--- src/rtl/riscv_core_mdu_divider.sv ---
// riscv_core_mdu_divider
// Iterative radix-2 restoring divider for the RISC-V M extension: DIV, DIVU, REM, REMU
// and, when DATA_WIDTH is 64, the W-variants (32-bit operands, sign-extended result).
// One operation is in flight at a time; o_valid pulses for one cycle with the result.
// Optional macro RISCV_DIV_EARLY_OUT_EN: divide-by-zero and signed overflow finish
// straight from PREP with the forced result instead of running the full iteration.

module riscv_core_mdu_divider #(
    parameter int DATA_WIDTH = 64
) (
    input  logic                  i_clk,
    input  logic                  i_rst_n,
    input  logic                  i_valid,
    output logic                  o_ready,
    input  logic [1:0]            i_op,
    input  logic                  i_word,
    input  logic [DATA_WIDTH-1:0] i_dividend,
    input  logic [DATA_WIDTH-1:0] i_divisor,
    input  logic                  i_flush,
    output logic                  o_valid,
    output logic [DATA_WIDTH-1:0] o_result
);

    localparam int W  = DATA_WIDTH;
    localparam int CW = $clog2(DATA_WIDTH) + 1;
    localparam logic [CW-1:0] FULL_COUNT = CW'(DATA_WIDTH);
    localparam logic [CW-1:0] WORD_COUNT = CW'(32);

    typedef enum logic [2:0] {
        S_IDLE,
        S_PREP,
        S_CALC,
        S_FIX,
        S_DONE
    } state_e;

    state_e          state_q, state_d;
    logic [1:0]      op_q, op_d;
    logic            word_q, word_d;
    logic [W-1:0]    dividend_q, dividend_d;
    logic [W-1:0]    divisor_q, divisor_d;
    logic [W-1:0]    quo_q, quo_d;
    logic [W:0]      rem_q, rem_d;
    logic [CW-1:0]   cnt_q, cnt_d;
    logic            quoNeg_q, quoNeg_d;
    logic            remNeg_q, remNeg_d;
    logic            divZero_q, divZero_d;
    logic            overflow_q, overflow_d;
    logic [W-1:0]    result_q, result_d;

    logic            isSigned;
    logic [W-1:0]    extDividend, extDivisor, minValue;
    logic            signA, signB;
    logic [W-1:0]    absDividend, absDivisor, quoInit;
    logic            prepDivZero, prepOverflow;
    logic [W+1:0]    shifted, trial;
    logic [W-1:0]    quoSigned, remSigned, fixQuo, fixRem;

    // Picks quotient or remainder and, for W-ops, sign-extends bit 31 over the upper half.
    function automatic logic [W-1:0] selectResult(input logic isRem, input logic isWord,
                                                  input logic [W-1:0] quotient,
                                                  input logic [W-1:0] remainder);
        logic [W-1:0] sel;
        sel = isRem ? remainder : quotient;
        if (isWord) begin
            for (int i = 32; i < W; i++) sel[i] = sel[31];
        end
        return sel;
    endfunction

    // Datapath helpers: operand conditioning for PREP, one restoring step for CALC, sign fix for FIX.
    always_comb begin
        isSigned    = ~op_q[0];
        extDividend = dividend_q;
        extDivisor  = divisor_q;
        minValue    = '0;
        minValue[W-1] = 1'b1;
        if (word_q) begin
            for (int i = 32; i < W; i++) begin
                extDividend[i] = isSigned & dividend_q[31];
                extDivisor[i]  = isSigned & divisor_q[31];
            end
            for (int i = 31; i < W; i++) minValue[i] = 1'b1;
        end
        signA        = isSigned & extDividend[W-1];
        signB        = isSigned & extDivisor[W-1];
        absDividend  = signA ? -extDividend : extDividend;
        absDivisor   = signB ? -extDivisor : extDivisor;
        quoInit      = word_q ? (absDividend << 32) : absDividend;
        prepDivZero  = (extDivisor == '0);
        prepOverflow = isSigned && (extDividend == minValue) && (extDivisor == '1);

        shifted = {rem_q, quo_q[W-1]};
        trial   = shifted - {2'b00, divisor_q};

        quoSigned = quoNeg_q ? -quo_q : quo_q;
        remSigned = remNeg_q ? -rem_q[W-1:0] : rem_q[W-1:0];
        fixQuo    = quoSigned;
        fixRem    = remSigned;
        if (divZero_q) begin
            fixQuo = '1;
            fixRem = dividend_q;
        end else if (overflow_q) begin
            fixQuo = dividend_q;
            fixRem = '0;
        end
    end

    // Next-state logic for the IDLE/PREP/CALC/FIX/DONE sequence; a flush overrides everything.
    always_comb begin
        state_d    = state_q;
        op_d       = op_q;
        word_d     = word_q;
        dividend_d = dividend_q;
        divisor_d  = divisor_q;
        quo_d      = quo_q;
        rem_d      = rem_q;
        cnt_d      = cnt_q;
        quoNeg_d   = quoNeg_q;
        remNeg_d   = remNeg_q;
        divZero_d  = divZero_q;
        overflow_d = overflow_q;
        result_d   = result_q;

        case (state_q)
            S_IDLE: begin
                if (i_valid && !i_flush) begin
                    op_d       = i_op;
                    word_d     = i_word && (W == 64);
                    dividend_d = i_dividend;
                    divisor_d  = i_divisor;
                    state_d    = S_PREP;
                end
            end
            S_PREP: begin
                dividend_d = extDividend;
                divisor_d  = absDivisor;
                quo_d      = quoInit;
                rem_d      = '0;
                cnt_d      = word_q ? WORD_COUNT : FULL_COUNT;
                quoNeg_d   = signA ^ signB;
                remNeg_d   = signA;
                divZero_d  = prepDivZero;
                overflow_d = prepOverflow;
                state_d    = S_CALC;
`ifdef RISCV_DIV_EARLY_OUT_EN
                if (prepDivZero || prepOverflow) begin
                    result_d = selectResult(op_q[1], word_q,
                                            prepDivZero ? {W{1'b1}} : extDividend,
                                            prepDivZero ? extDividend : {W{1'b0}});
                    state_d  = S_DONE;
                end
`endif
            end
            S_CALC: begin
                if (!trial[W+1]) begin
                    rem_d = trial[W:0];
                    quo_d = {quo_q[W-2:0], 1'b1};
                end else begin
                    rem_d = shifted[W:0];
                    quo_d = {quo_q[W-2:0], 1'b0};
                end
                cnt_d = cnt_q - CW'(1);
                if (cnt_q == CW'(1)) state_d = S_FIX;
            end
            S_FIX: begin
                result_d = selectResult(op_q[1], word_q, fixQuo, fixRem);
                state_d  = S_DONE;
            end
            S_DONE: begin
                state_d = S_IDLE;
            end
            default: begin
                state_d = S_IDLE;
            end
        endcase

        if (i_flush) begin
            state_d  = S_IDLE;
            result_d = result_q;
        end
    end

    // State and datapath registers; reset clears everything and aborts any operation.
    always_ff @(posedge i_clk or negedge i_rst_n) begin
        if (!i_rst_n) begin
            state_q    <= S_IDLE;
            op_q       <= '0;
            word_q     <= 1'b0;
            dividend_q <= '0;
            divisor_q  <= '0;
            quo_q      <= '0;
            rem_q      <= '0;
            cnt_q      <= '0;
            quoNeg_q   <= 1'b0;
            remNeg_q   <= 1'b0;
            divZero_q  <= 1'b0;
            overflow_q <= 1'b0;
            result_q   <= '0;
        end else begin
            state_q    <= state_d;
            op_q       <= op_d;
            word_q     <= word_d;
            dividend_q <= dividend_d;
            divisor_q  <= divisor_d;
            quo_q      <= quo_d;
            rem_q      <= rem_d;
            cnt_q      <= cnt_d;
            quoNeg_q   <= quoNeg_d;
            remNeg_q   <= remNeg_d;
            divZero_q  <= divZero_d;
            overflow_q <= overflow_d;
            result_q   <= result_d;
        end
    end

    assign o_ready  = (state_q == S_IDLE);
    assign o_valid  = (state_q == S_DONE);
    assign o_result = result_q;

endmodule

--- config.mk ---
export PLATFORM = sky130hd
export DESIGN_NAME = riscv_core_mdu_divider
export DESIGN_NICKNAME = d
export VERILOG_FILES = /design/src/rtl/riscv_core_mdu_divider.sv
export SDC_FILE = /design/constraint.sdc
export NUM_CORES = 1
export LEC_CHECK = 0
export BUFFER_PORTS_ARGS = -buffer_cell sky130_fd_sc_hd__clkbuf_2
export CAP_MARGIN = 10
export CELL_PAD_IN_SITES_DETAIL_PLACEMENT = 1
export CELL_PAD_IN_SITES_GLOBAL_PLACEMENT = 1
export CORE_MARGIN = 2
export CORE_UTILIZATION = 46
export DETAILED_ROUTE_END_ITERATION = 8
export PLACE_DENSITY = 0.87
export SLEW_MARGIN = 20
export SYNTH_ARGS = -nofsm -noshare
export SYNTH_HDL_FRONTEND = slang
export SYNTH_SLANG_ARGS = --single-unit
--- constraint.sdc ---
create_clock -name i_clk -period 4.3 [get_ports i_clk]
set_input_delay 0.43 -clock i_clk [delete_from_list [all_inputs] [get_ports i_clk]]
set_output_delay 0.43 -clock i_clk [all_outputs]
set_load 0.005 [all_outputs]
==> flow_summary.ini <==
[drt]
drtIter0Drc = 2913
routed_wl_mm = 121.7
drc = 0
ant_nets = 0
first_pass_iters = 5
vias_per_cell = 6.784
wl_per_cell_um = 29.13
via_count = 28340

[finish]
layout-drive-gt1-share = 0.1299
multi_input_area_mm2 = 0.01609
final_core_util = 0.5308
fill_cells = 6808
fin_area_mm2 = 0.02936
seqCellArea_mm2 = 0.008463
area_delta_synth_final_pct = 13.73
num-nets-final = 3602

[power]
powerDensity_mw_per_mm2 = 610.9
vdd_ir_drop_max_mv = 0.3138
p_leak_uw = 0.01299

[floorplanning]
io_pins = 201
die_area_mm2 = 0.05803
rows = 86
core_mm2 = 0.05531
initial_core_util = 0.4667
die-height_um = 240.9
die_w_um = 240.9

[logic_synthesis]
yosysSeqAreaShare = 0.3277
ys_async_sr_fraction = 1.000
synth_ff_type = dfrtp_1
syn_inst = 3276
synth_seq_cells = 338
yosysWarnings = 0
synth_most_common_cell = nand2_1
syn_area_mm2 = 0.02581
avgSynthCellArea_um2 = 7.880
synth_top_area_cell = dfrtp_1
synth_top_area_frac = 0.3277
yosys-top-cells-count = 460 x nand2_1, 365 x o21ai_0, 338 x dfrtp_1, 231 x clkbuf_1, 207 x a21oi_1
ys_types = 83
syn_nets = 3483
synth-edff-count = 0
synth.area.top_cells = dfrtp_1 33%, o21ai_0 7.1%, nand2_1 6.7%

[global_route]
grt_first_pass_wirelength_mm = 182.5
grt_pass1_vias = 28650
gr-total-overflow = 0
grt_usage = 0.4152
antenna_found_initial = 5
grt_max_degree = 101

[critical_path]
start_kind = flip-flop
crit_fanout = 9
regToRegSetupSlack_ns = 0.06
cp-end-kind = flip-flop
reg2reg_from = dividend_q[6]
critPathRequiredTime_ns = 4.77
r2r_end = quo_q[51]
critPathKind = reg2reg
r2r_cells = 10
critPathArrivalTime_ns = 4.71

[clock_tree]
cts_tree = built
cts_root_buf = clkbuf_16
cts_max_level = 2
clkSinkCount = 338
clk_pin_slew_worst_paths_ns = 0.06
numCtsBuffers = 42
clkLatencyLatePin_ns = 0.62
cts_max_path_buffers = 3

[timing]
max_freq_mhz = 236.0
post-route-period-util = 0.9854
tightest_slew_ns = 1.053
setup-tns-final_ns = 0
grt_setup_unrepaired = no
period_needed_ns = 4.237
slew_headroom = 0.2978
setup_viol = 0
hold_viol = 0
finClkSkew_ns = 0.02702
slew_viol_final = 0

[place]
post_dp_cell_area_mm2 = 0.02787
gp_congestion = 1.001
portBuffers = 200
dp_hpwl_mm = 91.80

[run_status]
status = complete, no violations

[worst_hold_path]
min_from = i_dividend[7]
hold-path-cell-count = 3
hp-class = in2reg
min_to = dividend_q[7]

[run]
maxCapViolations = 0
==> cell usage in the layout, fill, tap and decap left out, types with 12 or more instances in the layout <==
cell | synthesis | final
a211oi_1 | 22 | 21
buf_4 | 0 | 119
or4_1 | 23 | 23
o22ai_1 | 38 | 38
xor2_1 | 144 | 144
xnor2_1 | 109 | 109
clkbuf_16 | 0 | 42
nor3_1 | 80 | 80
o221ai_1 | 12 | 12
ha_1 | 71 | 71
nand2_1 | 460 | 459
o211ai_1 | 25 | 25
a31oi_1 | 53 | 53
o21a_1 | 12 | 12
nand2b_1 | 15 | 15
dfrtp_1 | 338 | 336
clkbuf_2 | 0 | 199
a21o_1 | 27 | 27
a21oi_1 | 207 | 206
and2_1 | 17 | 16
nor4_1 | 39 | 38
o31ai_1 | 56 | 56
mux2i_1 | 72 | 72
a221oi_1 | 37 | 37
inv_1 | 106 | 106
o41ai_1 | 27 | 27
nand3_1 | 90 | 88
or3_1 | 31 | 31
o21bai_1 | 13 | 13
nor2_1 | 189 | 185
nand4_1 | 61 | 61
or2_2 | 14 | 14
and3_1 | 20 | 19
a221o_1 | 49 | 49
a22oi_1 | 71 | 71
o21ai_0 | 365 | 365
==> state kept, by name, indices dropped and copies added (netlist names) <==
register	count
word_q	1
overflow_q	1
dividend_q	64
quo_q	64
divZero_q	1
op_q	2
quoNeg_q	1
rem_q	65
divisor_q	64
cnt_q	7
remNeg_q	1
o_result	64
state_q	3
==> cell type report <==
class | instances | area share
inverter | 107 | 0.01368
clock inverter | 15 | 0.008396
clock buffer | 60 | 0.04083
antenna | 3 | 0.0002557
multi-input combinational | 2581 | 0.5481
tap | 748 | 0.03188
sequential | 338 | 0.2883
timing repair buffer | 325 | 0.06862
==> metal layers <==
layer | track usage | share of wire | vias to the layer above
li1 | - | - | 12280
met2 | 0.6671 | 0.46 | 1482
met3 | 0.07835 | 0.080 | 413
met1 | 0.5132 | 0.39 | 14160
met5 | 0 | 0.00028 | -
met4 | 0.2647 | 0.073 | 4
==> where the power goes <==
group | internal, uW | leakage (uW) | switching, uW
Combinational | 3040 | 0.00791 | 5420
Sequential | 4100 | 0.00438 | 1520
Clock | 2260 | 0.000704 | 1610
Total | 9390 | 0.0130 | 8550
==> worst max path at each step <==
stage                  start  slack [ns]        end
4_1_cts         divisor_q[5]        0.18  rem_q[56]
3_3_place_gp    divisor_q[5]        0.39  rem_q[45]
3_5_place_dp    divisor_q[5]        0.23  rem_q[56]
6_report       dividend_q[6]        0.06  quo_q[51]
5_1_grt        divisor_q[38]        0.04  rem_q[56]
2_1_floorplan   divisor_q[5]        0.81  rem_q[59]
==> per-stage QoR <==
stage | power, uW | cells | worst slack, ns | hold WS (ns)
6_report | 17930 | 4177 | 0.06270 | 0.02401
5_1_grt | 18730 | 4174 | 0.04407 | 0.03498
4_1_cts | 17640 | 4174 | 0.1787 | 0.01071
3_5_place_dp | 13710 | 4098 | 0.2307 | 0.4640
3_3_place_gp | 13420 | 4098 | 0.3927 | 0.4508
2_1_floorplan | 10250 | 3276 | 0.8106 | 0.1344
==> cell families after synthesis <==
kind of cell             Yosys count  synth area share
XOR/XNOR                         253           0.08584
flip-flops                       338            0.3277
buffers and inverters            357           0.05249
adder cells (fa/ha/maj)           72           0.03519
AO/OA/AOI/OAI                   1100            0.2741
AND/OR/NAND/NOR                 1083            0.1964
multiplexers                      73           0.02836
==> timing repair <==
item,4_1_cts,5_1_grt
endpoints found under the hold margin,94,0
resized for setup,0,3
hold buffers,1,0
setup buffers,0,0
setup endpoints to repair,0,58
==> worst max-delay path, cell delays in order, from the launching register on <==
cell and delay [ns]:
dfrtp_1 0.52, or4_1 0.55, nor4_1 0.56, and4b_1 0.60, nand2b_1 0.28, nor4_1 0.61, a21oi_1 0.14, nor2_1 0.17
a221oi_1 0.10, a31oi_1 0.44, o21ai_0 0.14
Power figures use the tool's default switching activity.
